File: src/rtl/ddr4_rd_align_pkg.sv
// rtl/ddr4_rd_align_pkg.sv - shared FSM states, default training word and counter width helper
package ddr4_rd_align_pkg;

    typedef enum logic [2:0] {
        IDLE,
        LOAD,
        SETTLE,
        CHECK,
        SLIP,
        MOVE,
        DONE,
        FAIL
    } state_t;

    localparam logic [7:0] DEF_TRAIN_PATTERN = 8'b0000_1111;

    // Bits needed for a counter that must be able to hold max_val itself.
    function automatic int cnt_w(input int max_val);
        return (max_val < 2) ? 1 : $clog2(max_val + 1);
    endfunction

endpackage

File: src/rtl/ddr4_rd_pattern_match.sv
// rtl/ddr4_rd_pattern_match.sv - training-word compare with match-run and check-window counters
module ddr4_rd_pattern_match
    import ddr4_rd_align_pkg::*;
#(
    parameter int            DW        = 8,
    parameter logic [DW-1:0] PATTERN   = DW'(DEF_TRAIN_PATTERN),
    parameter int            MATCH_CNT = 4,
    parameter int            CHECK_WIN = 16
) (
    input  logic          clk,
    input  logic          rst,
    input  logic          en,
    input  logic [DW-1:0] data,
    output logic          lock,
    output logic          expire
);

    localparam int RW = cnt_w(MATCH_CNT);
    localparam int WW = cnt_w(CHECK_WIN);

    logic [RW-1:0] run_q, run_d;
    logic [WW-1:0] win_q, win_d;
    logic          hit;

    // Both counters restart from zero whenever a new check window opens.
    always_comb begin
        hit   = (data == PATTERN);
        run_d = '0;
        win_d = '0;
        if (en) begin
            run_d = hit ? run_q + 1'b1 : '0;
            win_d = win_q + 1'b1;
        end
        lock   = en && hit && (run_q == RW'(MATCH_CNT - 1));
        expire = en && (win_q == WW'(CHECK_WIN - 1));
    end

    always_ff @(posedge clk) begin
        if (rst) begin
            run_q <= '0;
            win_q <= '0;
        end else begin
            run_q <= run_d;
            win_q <= win_d;
        end
    end

endmodule

File: src/rtl/ddr4_rd_lane_align.sv
// rtl/ddr4_rd_lane_align.sv - DDR4 read-lane word aligner; DDR4_RD_ALIGN_ERRCNT_EN adds the post-lock error monitor
module ddr4_rd_lane_align
    import ddr4_rd_align_pkg::*;
#(
    parameter int            DW            = 8,
    parameter logic [DW-1:0] TRAIN_PATTERN = DW'(DEF_TRAIN_PATTERN),
    parameter int            MATCH_CNT     = 4,
    parameter int            CHECK_WIN     = 16,
    parameter int            SETTLE_CYC    = 3,
    parameter int            MAX_DLY_STEPS = 64
) (
    input  logic                               FAB_CLK,
    input  logic                               RX_SYNC_RST,
    input  logic                               TRAIN_START,
    input  logic [DW-1:0]                      RX_DATA,
    input  logic                               DELAY_LINE_OUT_OF_RANGE,
    input  logic                               RD_EN,
    output logic                               RX_BIT_SLIP,
    output logic                               DELAY_LINE_LOAD,
    output logic                               DELAY_LINE_MOVE,
    output logic                               DELAY_LINE_DIRECTION,
    output logic                               TRAIN_DONE,
    output logic                               TRAIN_FAIL,
    output logic [$clog2(DW)-1:0]              SLIP_POS,
    output logic [$clog2(MAX_DLY_STEPS):0]     DLY_TAPS,
    output logic [DW-1:0]                      RD_DATA,
    output logic                               RD_VALID
`ifdef DDR4_RD_ALIGN_ERRCNT_EN
    ,
    input  logic                               MON_EN,
    output logic [15:0]                        ERR_CNT
`endif
);

    localparam int SW  = $clog2(DW);
    localparam int TW  = $clog2(MAX_DLY_STEPS) + 1;
    localparam int STW = cnt_w(SETTLE_CYC);

    state_t         state_q, state_d;
    logic [STW-1:0] settle_q, settle_d;
    logic [SW-1:0]  tries_q, tries_d;
    logic [SW-1:0]  slip_pos_q, slip_pos_d;
    logic [TW-1:0]  taps_q, taps_d;
    logic           slip_pulse_q, slip_pulse_d;
    logic           load_pulse_q, load_pulse_d;
    logic           move_pulse_q, move_pulse_d;
    logic           dir_q, dir_d;
    logic           done_q, done_d;
    logic           fail_q, fail_d;
    logic [DW-1:0]  rd_data_q, rd_data_d;
    logic           rd_valid_q, rd_valid_d;
    logic           in_train;
    logic           lock;
    logic           expire;

    ddr4_rd_pattern_match #(
        .DW        (DW),
        .PATTERN   (TRAIN_PATTERN),
        .MATCH_CNT (MATCH_CNT),
        .CHECK_WIN (CHECK_WIN)
    ) u_match (
        .clk    (FAB_CLK),
        .rst    (RX_SYNC_RST),
        .en     (state_q == CHECK),
        .data   (RX_DATA),
        .lock   (lock),
        .expire (expire)
    );

    always_comb begin
        in_train = state_q inside {LOAD, SETTLE, CHECK, SLIP, MOVE};
        state_d  = state_q;
        case (state_q)
            IDLE:       if (TRAIN_START) state_d = LOAD;
            LOAD:       state_d = SETTLE;
            SETTLE:     if (settle_q == STW'(SETTLE_CYC - 1)) state_d = CHECK;
            CHECK: begin
                // Lock is tested first so a final matching word in the window still wins.
                if (lock) begin
                    state_d = DONE;
                end else if (expire) begin
                    if (tries_q < SW'(DW - 1))
                        state_d = SLIP;
                    else if (taps_q < TW'(MAX_DLY_STEPS))
                        state_d = MOVE;
                    else
                        state_d = FAIL;
                end
            end
            SLIP, MOVE: state_d = SETTLE;
            DONE, FAIL: if (TRAIN_START) state_d = LOAD;
            default:    state_d = IDLE;
        endcase
        if (in_train && DELAY_LINE_OUT_OF_RANGE) state_d = FAIL;

        settle_d   = (state_q == SETTLE) ? settle_q + 1'b1 : '0;
        slip_pos_d = slip_pos_q;
        tries_d    = tries_q;
        taps_d     = taps_q;
        case (state_d)
            LOAD: begin
                slip_pos_d = '0;
                tries_d    = '0;
                taps_d     = '0;
            end
            SLIP: begin
                slip_pos_d = (slip_pos_q == SW'(DW - 1)) ? '0 : slip_pos_q + 1'b1;
                tries_d    = tries_q + 1'b1;
            end
            // The IOD keeps its slip state across a tap move, so SLIP_POS carries on.
            MOVE: begin
                taps_d  = taps_q + 1'b1;
                tries_d = '0;
            end
            default: ;
        endcase

        load_pulse_d = (state_d == LOAD);
        slip_pulse_d = (state_d == SLIP);
        move_pulse_d = (state_d == MOVE);
        dir_d        = state_d inside {LOAD, SETTLE, CHECK, SLIP, MOVE};
        done_d       = (state_d == DONE);
        fail_d       = (state_d == FAIL);
        rd_data_d    = RX_DATA;
        rd_valid_d   = RD_EN && done_q && (state_d == DONE);
    end

    always_ff @(posedge FAB_CLK) begin
        if (RX_SYNC_RST) begin
            state_q      <= IDLE;
            settle_q     <= '0;
            tries_q      <= '0;
            slip_pos_q   <= '0;
            taps_q       <= '0;
            slip_pulse_q <= 1'b0;
            load_pulse_q <= 1'b0;
            move_pulse_q <= 1'b0;
            dir_q        <= 1'b0;
            done_q       <= 1'b0;
            fail_q       <= 1'b0;
            rd_data_q    <= '0;
            rd_valid_q   <= 1'b0;
        end else begin
            state_q      <= state_d;
            settle_q     <= settle_d;
            tries_q      <= tries_d;
            slip_pos_q   <= slip_pos_d;
            taps_q       <= taps_d;
            slip_pulse_q <= slip_pulse_d;
            load_pulse_q <= load_pulse_d;
            move_pulse_q <= move_pulse_d;
            dir_q        <= dir_d;
            done_q       <= done_d;
            fail_q       <= fail_d;
            rd_data_q    <= rd_data_d;
            rd_valid_q   <= rd_valid_d;
        end
    end

    assign RX_BIT_SLIP          = slip_pulse_q;
    assign DELAY_LINE_LOAD      = load_pulse_q;
    assign DELAY_LINE_MOVE      = move_pulse_q;
    assign DELAY_LINE_DIRECTION = dir_q;
    assign TRAIN_DONE           = done_q;
    assign TRAIN_FAIL           = fail_q;
    assign SLIP_POS             = slip_pos_q;
    assign DLY_TAPS             = taps_q;
    assign RD_DATA              = rd_data_q;
    assign RD_VALID             = rd_valid_q;

`ifdef DDR4_RD_ALIGN_ERRCNT_EN
    logic [15:0] err_cnt_q, err_cnt_d;

    always_comb begin
        err_cnt_d = err_cnt_q;
        if (state_d == LOAD)
            err_cnt_d = '0;
        else if (state_q == DONE && MON_EN && RX_DATA != TRAIN_PATTERN && err_cnt_q != 16'hFFFF)
            err_cnt_d = err_cnt_q + 1'b1;
    end

    always_ff @(posedge FAB_CLK) begin
        if (RX_SYNC_RST)
            err_cnt_q <= '0;
        else
            err_cnt_q <= err_cnt_d;
    end

    assign ERR_CNT = err_cnt_q;
`endif

endmodule

File: config.mk
export PLATFORM = sky130hd
export DESIGN_NAME = ddr4_rd_lane_align
export DESIGN_NICKNAME = d
export VERILOG_FILES = /design/src/rtl/ddr4_rd_align_pkg.sv /design/src/rtl/ddr4_rd_pattern_match.sv /design/src/rtl/ddr4_rd_lane_align.sv
export SDC_FILE = /design/constraint.sdc
export NUM_CORES = 1
export LEC_CHECK = 0
export BUFFER_PORTS_ARGS = -buffer_cell sky130_fd_sc_hd__buf_4
export CAP_MARGIN = 5
export CORE_MARGIN = 2
export CORE_UTILIZATION = 39
export CTS_CLUSTER_DIAMETER = 200
export DETAILED_ROUTE_END_ITERATION = 10
export GPL_ROUTABILITY_DRIVEN = 1
export PLACE_DENSITY = 0.61
export RECOVER_POWER = 100
export SETUP_SLACK_MARGIN = 0.2
export SYNTH_ARGS = -nofsm -noshare
export SYNTH_HDL_FRONTEND = slang
export SYNTH_SLANG_ARGS = --single-unit
export TNS_END_PERCENT = 20
File: constraint.sdc
create_clock -name FAB_CLK -period 2.15 [get_ports FAB_CLK]
set_input_delay 0.215 -clock FAB_CLK [delete_from_list [all_inputs] [get_ports FAB_CLK]]
set_output_delay 0.215 -clock FAB_CLK [all_outputs]
set_load 0.03 [all_outputs]
Word level (Yosys, flattened, before mapping)
Cells that the tools add are included.
{"block": "totals", "register_bits": 41, "elab_cells": 75, "in_bits": 13}
{"block": "classes", "n_bitwise": 3, "mux": 12, "add_sub_neg": 6, "reduce_logical": 18, "n_eq_ne": 19, "n_lt_le_gt_ge": 2}
{"op": "$eq 3x3->1 const B", "n": 9}
{"op": "$mux 3", "n": 6}
{"op": "$eq 3x2->1 const B", "n": 5}
{"op": "$pmux 7 s2", "n": 1}
{"op": "$pmux 3 s2", "n": 2}
{"op": "$pmux 3 s4", "n": 1}
{"op": "$reduce_bool 5->1", "n": 2}
{"op": "$add 3x1->3 const B", "n": 3}
{"op": "$reduce_or 3->1", "n": 3}
{"op": "$eq 8x4->1 const B", "n": 1}
{"op": "$add 7x1->7 const B", "n": 1}
{"op": "$lt 7x7->1 const B", "n": 1}
{"op": "$eq 3x1->1 const B", "n": 2}
{"op": "$logic_and 1x1->1", "n": 6}
{"op": "$reduce_bool 2->1", "n": 3}
{"op": "$reduce_or 2->1", "n": 3}
{"op": "$add 5x1->5 const B", "n": 1}
{"op": "$eq 5x4->1 const B", "n": 1}
{"op": "$mux 2", "n": 2}
{"op": "$logic_not 3->1", "n": 1}
{"op": "$lt 3x3->1 const B", "n": 1}
{"op": "$not 1->1", "n": 3}
{"op": "$add 2x1->2 const B", "n": 1}
{"op": "$eq 2x2->1 const B", "n": 1}

Longest topological paths before layout
Gate-level depths: netlist of run 1.
{"block": "depth", "ltp_word": 10, "mapped_depth": 10}

Cells and area by module
Synthesis of run 1 repeated with hierarchy kept, for this count alone.
{"block": "hier_totals", "cells_unflattened": 188, "area_unflattened_um2": 1828.0}
{"mod": "ddr4_rd_lane_align", "n_inst": 1, "cells_per_inst": 153, "area_per_inst_um2": 1483.9}
{"mod": "ddr4_rd_pattern_match", "n_inst": 1, "cells_per_inst": 35, "area_per_inst_um2": 344.1}

Least setup slack after synthesis of run 1
No wires, ideal clock.
{"block": "synth_timing", "kind": "reg-to-reg", "startpoint": "register u_match.win_q[0]", "endpoint": "register taps_q[3], in the netlist DLY_TAPS[3]", "required_ns": 2.018, "arrival_time_ns": 2.121, "n_path_buf": 1, "path_stages_with_launch": 11, "slack_ns": -0.104, "setup_ns": 0.132, "period_less_slack_ns": 2.254, "cell_sequence": "dfxtp_1 -> ha_1 -> and3_1 -> ha_1 -> a211oi_1 -> a211oi_1 -> a31oi_1 -> clkbuf_1 -> nor2_1 -> o21ai_0 -> a21oi_1"}
{"block": "synth_via", "elab_chain_cells": 8, "word_cells_on_any_way": 10, "classes_between": "3 x eq/ne; 5 x mux; 2 x reduce/logical"}
{"element": "start, declared", "line_no": "ddr4_rd_pattern_match.sv:22", "rtl": "logic [WW-1:0] win_q, win_d;"}
{"element": "start signal, assigned", "line_no": "ddr4_rd_pattern_match.sv:44", "rtl": "win_q <= win_d;"}
{"element": "$eq 5x4->1 *", "line_no": "ddr4_rd_pattern_match.sv:35", "rtl": "expire = en && (win_q == WW'(CHECK_WIN - 1));"}
{"element": "$logic_and 1x1->1 *", "line_no": "ddr4_rd_pattern_match.sv:35"}
{"element": "$mux 3 *", "line_no": "ddr4_rd_lane_align.sv:81", "rtl": "end else if (expire) begin"}
{"element": "$mux 3 *", "line_no": "ddr4_rd_lane_align.sv:79", "rtl": "if (lock) begin"}
{"element": "$pmux 3 s4 *", "line_no": "ddr4_rd_lane_align.sv:73", "rtl": "case (state_q)"}
{"element": "$mux 3 *", "line_no": "ddr4_rd_lane_align.sv:94", "rtl": "if (in_train && DELAY_LINE_OUT_OF_RANGE) state_d = FAIL;"}
{"element": "$eq 3x3->1 or $eq 3x1->1 (tied branches)", "line_no": "ddr4_rd_lane_align.sv:100", "rtl": "case (state_d)"}
{"element": "$pmux 7 s2 or $reduce_bool 2->1 (tied branches)"}
{"element": "end signal, assigned", "line_no": "ddr4_rd_lane_align.sv:148", "rtl": "taps_q <= taps_d;"}
{"element": "end, declared", "line_no": "ddr4_rd_lane_align.sv:43", "rtl": "logic [TW-1:0] taps_q, taps_d;"}
Every way passes the cells marked *; elsewhere a longest branch is shown, timed or not.
A chain may end at the register's enable or synchronous reset.

Final worst setup path of run 1
{"block": "layout_timing", "startpoint": "register u_match.win_q[0]", "endpoint": "register tries_q[2]"}
{"block": "layout_via", "elab_chain_cells": 9, "word_cells_on_any_way": 12, "classes_between": "4 x eq/ne; 5 x mux; 3 x reduce/logical"}
{"element": "$eq 5x4->1 *", "line_no": "ddr4_rd_pattern_match.sv:35"}
{"element": "$logic_and 1x1->1 *", "line_no": "ddr4_rd_pattern_match.sv:35"}
{"element": "$mux 3 *", "line_no": "ddr4_rd_lane_align.sv:81"}
{"element": "$mux 3 *", "line_no": "ddr4_rd_lane_align.sv:79"}
{"element": "$pmux 3 s4 *", "line_no": "ddr4_rd_lane_align.sv:73"}
{"element": "$mux 3 *", "line_no": "ddr4_rd_lane_align.sv:94"}
{"element": "$eq 3x1->1 or $eq 3x3->1 (tied branches)", "line_no": "ddr4_rd_lane_align.sv:100"}
{"element": "$reduce_or 2->1 (no source line)"}
{"element": "$pmux 3 s2 or $reduce_bool 2->1 (tied branches)"}
{"element": "end signal, assigned", "line_no": "ddr4_rd_lane_align.sv:146", "rtl": "tries_q <= tries_d;"}
{"element": "end, declared", "line_no": "ddr4_rd_lane_align.sv:41", "rtl": "logic [SW-1:0] tries_q, tries_d;"}
Marks and branches as above.

==> results of run 1 <==
[final cells by class]
class,instances,area [µm²]
multi-input cells,127,911
clock inverters,2,37.5
flip-flops and latches,41,828
fillers,423,2060
repair buffers,51,280
inverters,8,30.0
well taps,52,65.1
clock buffers,6,82.6
[Yosys cell counts]
library cell                n
sky130_fd_sc_hd__nor4_1     2
sky130_fd_sc_hd__and3_1     6
sky130_fd_sc_hd__nor2_1    23
sky130_fd_sc_hd__nor2b_1    9
sky130_fd_sc_hd__nand3b_1   5
sky130_fd_sc_hd__nand2_1    7
sky130_fd_sc_hd__nor3b_1    1
sky130_fd_sc_hd__buf_4      1
sky130_fd_sc_hd__xor2_1     1
sky130_fd_sc_hd__inv_1      8
sky130_fd_sc_hd__nand2b_1   3
sky130_fd_sc_hd__xnor2_1    1
sky130_fd_sc_hd__or4_4      1
sky130_fd_sc_hd__nor4b_1    1
sky130_fd_sc_hd__a21o_1     3
sky130_fd_sc_hd__a41oi_1    1
sky130_fd_sc_hd__and2_1     3
sky130_fd_sc_hd__and3b_1    1
sky130_fd_sc_hd__dfxtp_1   41
sky130_fd_sc_hd__nand4_1    2
sky130_fd_sc_hd__nand3_1    4
sky130_fd_sc_hd__o21ai_0    8
sky130_fd_sc_hd__or2_2      1
sky130_fd_sc_hd__a22o_1     2
sky130_fd_sc_hd__a31oi_1    1
sky130_fd_sc_hd__clkbuf_1   5
sky130_fd_sc_hd__nor2_4     1
sky130_fd_sc_hd__a211oi_1   5
sky130_fd_sc_hd__a21oi_1   12
sky130_fd_sc_hd__nor4bb_1   1
sky130_fd_sc_hd__a22oi_1    1
sky130_fd_sc_hd__clkbuf_2   1
sky130_fd_sc_hd__buf_2      2
sky130_fd_sc_hd__or4b_1     1
sky130_fd_sc_hd__mux2i_1    1
sky130_fd_sc_hd__nor3_1     4
sky130_fd_sc_hd__a311o_1    1
sky130_fd_sc_hd__a32o_1     4
sky130_fd_sc_hd__a221o_2    1
sky130_fd_sc_hd__ha_1       9
[worst reg2reg max path, stage by stage, from the launching register on]
cell and delay [ps]:
sky130_fd_sc_hd__dfxtp_4 370, sky130_fd_sc_hd__ha_4 130, sky130_fd_sc_hd__and3_4 170, sky130_fd_sc_hd__ha_4 140, sky130_fd_sc_hd__a21oi_1 60, sky130_fd_sc_hd__a311o_1 290
sky130_fd_sc_hd__and3b_2 320, sky130_fd_sc_hd__or4b_1 440, sky130_fd_sc_hd__o21ai_1 70
[report_power, final]
group	switching [mW]	internal (mW)	total, mW
clock	0.267	0.377	0.644
sequential	0.0349	0.805	0.840
combinational	0.311	0.220	0.531
total	0.613	1.40	2.02
[through the flow]
| stage | setup WS (ps) | hold slack (ps) | cell area, µm² | util [%] |
|---|---|---|---|---|
| after floorplan | 195 | 343 | 1780 | - |
| after global placement | 45.5 | 414 | 2140 | 49.9 |
| after detailed placement | 48.9 | 410 | 2140 | 49.9 |
| after CTS | 87.2 | 132 | 2330 | 54.2 |
| after global routing | 9.31 | 135 | 2230 | 52.0 |
| final | 98.0 | 138 | 2230 | 52.0 |
[routing by layer]
layer	up-vias	wire (µm)
li1	750	-
met1	676	1780
met2	31	1650
met3	6	211
met4	0	66
met5	-	0
[cells in the final DEF, fill, tap and decap left out, drive strengths merged, types with 4 or more instances in the layout]
cell type	instances
a21oi	12
nand2	7
a211oi	5
a32o	4
dfxtp	41
nand3b	5
and3	6
buf	22
nor3	4
clkbuf	35
inv	8
o21ai	8
nand3	4
nor2	24
ha	9
nor2b	9
[what timing repair did]
action / 4_1_cts / 5_1_grt
buffers inserted: 3 / 0
pin swaps: 7 / 2
setup endpoints to repair: 16 / 17
hold buffers: 0 / 0
hold endpoints to repair: 0 / 0
gates resized for setup: 9 / 6
[flip-flops by register name, indices dropped and copies added (netlist names)]
name                  cells
u_match.run_q             3
TRAIN_DONE                1
TRAIN_FAIL                1
u_match.win_q             5
DELAY_LINE_LOAD           1
state_q                   3
SLIP_POS                  3
settle_q                  2
RD_DATA                   8
DELAY_LINE_MOVE           1
RD_VALID                  1
tries_q                   3
DLY_TAPS                  7
RX_BIT_SLIP               1
DELAY_LINE_DIRECTION      1
[worst max path at each step]
stage	start	end	cells after the start
after CTS	u_match.win_q[0]	tries_q[2]	9
after detailed placement	RX_DATA[5]	tries_q[2]	7
after global routing	u_match.win_q[0]	tries_q[2]	8
after floorplan	u_match.win_q[1]	tries_q[2]	9
final	u_match.win_q[0]	tries_q[2]	8
after global placement	RX_DATA[5]	tries_q[2]	7
[cell families after synthesis]
logic type                 after synthesis  share of synthesized area, %
adders and majority gates                9                          6.57
DFF                                     41                          47.9
and+or+nand+nor                         76                          24.5
buffers and inverters                   17                          4.16
muxes                                    1                         0.584
AOI/OAI and AO/OA                       39                          15.3
xor gates and xnor gates                 2                          1.02
==> results.md, run 1 <==
Status:
- The run finished with clean final reports.

GRT:
- Global routing used 24.8% of the available met2 tracks.
- The first global-routing pass estimated 6.20 mm of wire.
- In the global route stage, met1 resource usage came out at 20.2%.
- Summed over all layers, the global routing overflow is 0.
- The met3 usage is 5.19%.
- The global routing usage summed across all routing layers is 15.9%.
- After global routing, the most crowded layer is met2.
- The largest net degree at the start of global routing is 28.
- The number of global-route vias before repair is 1372.
- The initial antenna violation count was 0.

Worst setup path:
- The worst setup path is captured at a flip-flop.
- The worst stage delay on the critical path is 440 ps.
- The kind of start point of the critical path is a flip-flop.
- Together, buffers and inverters on the worst path number 0.
- The slowest stage cell on the critical path is sky130_fd_sc_hd__or4b_1.
- The end of the worst register-to-register path is tries_q[2].
- The largest driver fanout on the critical path is 6.
- The flop-to-flop setup slack is 100 ps.
- The cell repeated most along the worst path is sky130_fd_sc_hd__ha_4.
- The cell family with the largest share of critical-path delay is simple AND/OR/NAND/NOR gates.
- The worst reg2reg path startpoint is u_match.win_q[0].
- The data arrival time of the critical path is 2280 ps.
- The signal on the critical path passes through ha_4, and3_4, ha_4, a21oi_1, a311o_1, and3b_2, or4b_1, o21ai_1.
- STA puts the critical path data required time at 2380 ps.
- The worst register-to-register path has a depth of 8.
- The worst setup path is of the reg2reg kind.

Yosys:
- The synthesized design contains 41 register bits.
- The cell area that synthesis handed to floorplanning was 1710 µm².
- Sequential cells were found to cover 47.9% of the synthesized design area.
- The cell type with the largest total area after synthesis is sky130_fd_sc_hd__dfxtp_1.
- The number of instances in the synthesized netlist is 185.
- In the post-synthesis netlist, the biggest area contributors are sky130_fd_sc_hd__dfxtp_1, sky130_fd_sc_hd__ha_1, sky130_fd_sc_hd__nor2_1.
- The fraction of post-synthesis cell area in the top cell type by area is 47.9%.
- The number of nets handed over by synthesis was 207.
- During synthesis, Yosys emitted a total of 0 warnings.
- The number of library cell types mapped by synthesis is 40.
- Dividing the synthesized area by the synthesized cell count gives 9.27 µm².

STA:
- On the final layout, the worst clock skew is 3.68 ps.
- At the pin with the least slew margin, the transition time is 1210 ps.
- Setup violations remaining at the end of the flow were counted as 0.
- Setup repair after global routing could not meet its margin everywhere.
- The worst path uses 95.4% of the clock period.
- The worst pin sits at a relative slew slack of 19.5%.
- The final period demand of the worst path is 2050 ps.
- After routing, the total negative slack on setup checks comes to 0 ps.
- The number of max-slew violations in the final report is 0.
- Derived from the worst setup path, the maximum achievable clock frequency is 487 MHz.
- The hold violation count in the final report is 0.

Route:
- The remaining routing DRC violations is 0.
- The aggregate routed wire length is 3.71 mm.
- Before antenna repair, the detailed router went through 4 iterations.
- The detailed router placed 1463 vias in this run.
- The routed length per instance is 12.9 µm.
- The first routing iteration left 39 violations.
- In this run the remaining antenna-violating nets after routing total 0.
- The via density per instance is 5.10.

Floorplan:
- The die is 70.3 µm tall.
- The die extent in x is 70.3 µm.
- Row generation in the floorplan step produced 24 rows.
- The initial utilization of the core area, before any placement, comes to 39.9%.
- Pin placement for this block handled 38 I/O pins.
- The core region area is 4290 µm².
- The die outline area is 4940 µm².

Clock network:
- The library cell used as clock root buffer is sky130_fd_sc_hd__clkbuf_8.
- The CTS tree is yes.
- The total number of clock tree sinks is 41.
- Counting the buffers created by CTS gives 5.
- The clock insertion delay at the later pin of the skew report is 290 ps.
- Clock-pin slew was measured on the worst setup and hold paths at 80 ps.
- The maximum clock path buffer count is 2.
- The deepest level of the CTS H-tree is 2.

Pwr:
- The design draws 2.02 mW.
- The leakage component of the power is 0.889 nW.
- The total power divided by cell area is 902 nW/µm².
- The worst voltage drop across the vdd grid is 0.000395 V.

Min path:
- The worst hold path begins at RX_DATA[1].
- Counting instances, the worst hold path has a depth of 2.
- The type of the most critical hold path is in2reg.
- The path with the worst hold slack has its endpoint at RD_DATA[1].

Cells and area:
- The area added between synthesis and finish is 30.4%.
- 0 antenna diodes ended up in the layout.
- The number of nets in the final layout is 256.
- The fraction of layout instances using a drive strength above 1 is 23.0%.
- The post-layout instance count excluding filler cells is 287.

Flow run:
- The number of maximum-capacitance violations is 0.

Placed design:
- The count of buffers added on input and output ports is 37.
- The congestion estimate from routability-driven global placement came to 0.754.
- The number of placed instances with taps included is 276.
- Detailed placement ended at an HPWL of 2.73 mm.
No activity file was read; power rests on OpenSTA's default activity.
==> run 2, diff against run 1 <==
--- a/config.mk
+++ b/config.mk
@@ -7,12 +7,14 @@
 export LEC_CHECK = 0
 export BUFFER_PORTS_ARGS = -buffer_cell sky130_fd_sc_hd__buf_4
 export CAP_MARGIN = 5
+export CELL_PAD_IN_SITES_DETAIL_PLACEMENT = 1
+export CELL_PAD_IN_SITES_GLOBAL_PLACEMENT = 2
 export CORE_MARGIN = 2
-export CORE_UTILIZATION = 39
+export CORE_UTILIZATION = 29
 export CTS_CLUSTER_DIAMETER = 200
 export DETAILED_ROUTE_END_ITERATION = 10
 export GPL_ROUTABILITY_DRIVEN = 1
-export PLACE_DENSITY = 0.61
+export PLACE_DENSITY = 0.73
 export RECOVER_POWER = 100
 export SETUP_SLACK_MARGIN = 0.2
 export SYNTH_ARGS = -nofsm -noshare
==> results.md, run 2 (synthesized netlist as in run 1, its figures left out) <==
Status:
- Status: completed (unchanged).

Cells and area:
- The total inserted antenna cells is 0 (unchanged).
- The number of nets in the final layout is 260 (was 256).
- The filler cell count was 696 (was 423).
- The register area is 827 µm² (was 828 µm²).
- The most common library cell in the layout ignoring fill and taps is sky130_fd_sc_hd__dfxtp_1 (unchanged).
- The area added between synthesis and finish is 32.8% (was 30.4%).
- The flip-flop count of the largest register, all copies and words added is 8 (unchanged).
- Commonest non-fill, non-tap cells in the layout: sky130_fd_sc_hd__dfxtp_1, sky130_fd_sc_hd__buf_4, sky130_fd_sc_hd__clkbuf_1 (was sky130_fd_sc_hd__dfxtp_1, sky130_fd_sc_hd__clkbuf_1, sky130_fd_sc_hd__nor2_1).
- The area taken by multi-input logic gates is 907 µm² (was 911 µm²).
- The final core utilization is 39.1% (was 52.0%).
- The fraction of layout instances using a drive strength above 1 is 24.3% (was 23.0%).

Placed design:
- The pre-CTS setup slack came to 43.2 ps (was 48.9 ps).
- The placer's final routability congestion estimate is 0.743 (was 0.754).
- The number of input and output port buffers inserted came to 37 (unchanged).
- The detailed placer's ending HPWL is 3.18 mm (was 2.73 mm).

GRT:
- The largest net degree at the start of global routing is 28 (unchanged).
- The first-pass GRT wire length is 6.86 mm (was 6.20 mm).
- The global route total overflow came to 0 (unchanged).
- The number of global-route vias before repair is 1420 (was 1372).
- The global routing usage summed across all routing layers is 13.6% (was 15.9%).
- The initial antenna violation count is 0 (unchanged).

STA:
- The worst slew margin relative to its limit is 18.2% (was 19.5%).
- Setup repair after global routing missed its margin: true (unchanged).
- The aggregate negative setup slack is 0 ps (unchanged).
- The number of max-slew violations in the final report came to 0 (unchanged).
- The number of failing setup endpoints in the final timing report is 0 (unchanged).
- The hold violation count in the final report is 0 (unchanged).
- The maximum achievable frequency was 492 MHz (was 487 MHz).
- The slew of the pin with the lowest slew margin is 1230 ps (was 1210 ps).
- The final-layout worst hold slack is 138 ps (about the same).
- The final period demand of the worst path came to 2030 ps (was 2050 ps).
- The clock tree skew after final layout is 5.24 ps (was 3.68 ps).
- The final worst slack is 117 ps (was 98.0 ps).
- The fraction of the cycle the final worst path needs came to 94.6% (was 95.4%).

Worst setup path:
- The largest driver fanout on the critical path is 5 (was 6).
- The flop-to-flop setup slack is 120 ps (was 100 ps).
- The worst reg2reg path startpoint is u_match.win_q[0] (unchanged).
- The category of the critical setup timing path is reg2reg (unchanged).
- The cell family with the largest share of critical-path delay is compound AO/OA/AOI/OAI gates (was simple AND/OR/NAND/NOR gates).
- The endpoint required time on the critical path is 2360 ps (was 2380 ps).
- The data arrival time of the critical path was 2240 ps (was 2280 ps).
- The critical path endpoint category is a flip-flop (unchanged).
- The first element of the critical path is u_match.win_q[0] (unchanged).
- The number of cells traversed by the worst register-to-register path was 9 (was 8).
- The slowest stage cell on the critical path is sky130_fd_sc_hd__a221o_2 (was sky130_fd_sc_hd__or4b_1).
- The number of buffers and inverters on the critical path is 2 (was 0).
- Critical path cell sequence: ha_4, and3_4, ha_4, a221o_2, buf_4, a211oi_2, buf_4, nand3b_1, a21oi_1 (was ha_4, and3_4, ha_4, a21oi_1, a311o_1, and3b_2, or4b_1, o21ai_1).
- The end of the worst register-to-register path is DLY_TAPS[4] (was tries_q[2]).
- The kind of start point of the critical path is a flip-flop (unchanged).
- The worst stage delay on the critical path came to 370 ps (was 440 ps).

Clock network:
- The deepest level of the CTS H-tree was 2 (unchanged).
- The register clock-pin slew on the reported worst setup and hold paths is 80 ps (about the same).
- The library cell used as clock root buffer is sky130_fd_sc_hd__clkbuf_8 (unchanged).
- The number of CTS-inserted buffers is 5 (unchanged).
- The maximum clock path buffer count is 2 (unchanged).
- The total number of clock tree sinks is 41 (unchanged).
- The CTS tree is yes (unchanged).
- The quantity of hold-fixing buffers added after cts is 0 (unchanged).
- The clock insertion delay at the later pin of the skew report came to 290 ps (about the same).

Floorplan:
- The effective utilization at floorplan was 29.5% (was 39.9%).
- The die extent in x came to 80.9 µm (was 70.3 µm).
- The cell row count is 28 (was 24).
- The die outline area came to 6540 µm² (was 4940 µm²).
- The count of pins on the block boundary is 38 (unchanged).
- The core region area is 5820 µm² (was 4290 µm²).
- The die extent in y is 80.9 µm (was 70.3 µm).

Route:
- The aggregate routed wire length was 4.29 mm (was 3.71 mm).
- The count of antenna-violating nets left after detailed routing is 0 (unchanged).
- The DRC violation total after the first TritonRoute iteration is 45 (was 39).
- The routed length per instance was 13.6 µm (was 12.9 µm).
- The via total after detailed routing is 1503 (was 1463).
- The via density per instance is 4.79 (was 5.10).
- The remaining routing DRC violations is 0 (unchanged).
- The count of TritonRoute iterations in the first routing pass is 4 (unchanged).

Flow run:
- The number of maximum-capacitance violations is 0 (unchanged).

Pwr:
- The leakage component of the power is 0.903 nW (was 0.889 nW).
- The worst voltage drop across the vdd grid is 0.000320 V (was 0.000395 V).
- The total power divided by cell area is 866 nW/µm² (was 902 nW/µm²).

Min path:
- The number of cells on the worst hold path is 2 (unchanged).
- The type of the most critical hold path is in2reg (unchanged).
- The worst hold endpoint is RD_DATA[2] (was RD_DATA[1]).
- The hold path startpoint was RX_DATA[2] (was RX_DATA[1]).
[run 2: worst reg2reg max path, cell delays in order, from the launching register on]
cell,delay [ps]
sky130_fd_sc_hd__dfxtp_2,340
sky130_fd_sc_hd__ha_4,150
sky130_fd_sc_hd__and3_4,150
sky130_fd_sc_hd__ha_4,160
sky130_fd_sc_hd__a221o_2,370
sky130_fd_sc_hd__buf_4,160
sky130_fd_sc_hd__a211oi_2,210
sky130_fd_sc_hd__buf_4,170
sky130_fd_sc_hd__nand3b_1,80
sky130_fd_sc_hd__a21oi_1,150
[run 2: layer usage]
layer | GRT usage (%) | up-vias | wire [µm]
met5 | 0 | - | 0
met4 | 4.58 | 0 | 63
met3 | 3.44 | 6 | 151
met2 | 20.3 | 23 | 1950
met1 | 19.1 | 717 | 2120
li1 | - | 757 | -
[run 2: area by class of cell]
cell class	count	share of cell area [%]
well taps	75	4.12
clock inverters	1	0.385
repair buffers	55	13.7
multi-input cells	127	39.9
clock buffers	7	4.23
inverters	8	1.32
flip-flops and latches	41	36.3
[run 2: worst max-delay path by stage]
stage	endpoint	slack, ps	cells after the start
finish	DLY_TAPS[4]	120	9
global route	DLY_TAPS[2]	30	9
CTS	tries_q[2]	60	9
detailed placement	tries_q[2]	40	7
global placement	tries_q[2]	40	7
floorplan	tries_q[2]	200	9
[run 2: repair_timing]
action	4_1_cts	5_1_grt
endpoints found under the setup margin	18	18
pin swaps	5	2
resized for setup	7	9
setup buffers	2	3
[run 2: report_power, final]
part / internal, mW / leakage [nW] / switching, mW
Sequential: 0.807 / 0.336 / 0.0429
Combinational: 0.227 / 0.512 / 0.321
Clock: 0.297 / 0.0549 / 0.276
Total: 1.33 / 0.903 / 0.640
[run 2: stage by stage]
step / instance area, µm² / std cells / power, mW
6_report: 2280 / 314 / 1.97
5_1_grt: 2280 / 314 / 2.10
4_1_cts: 2340 / 311 / 2.00
3_5_place_dp: 2190 / 301 / 1.40
3_3_place_gp: 2190 / 301 / 1.40
2_1_floorplan: 1780 / 185 / 1.20
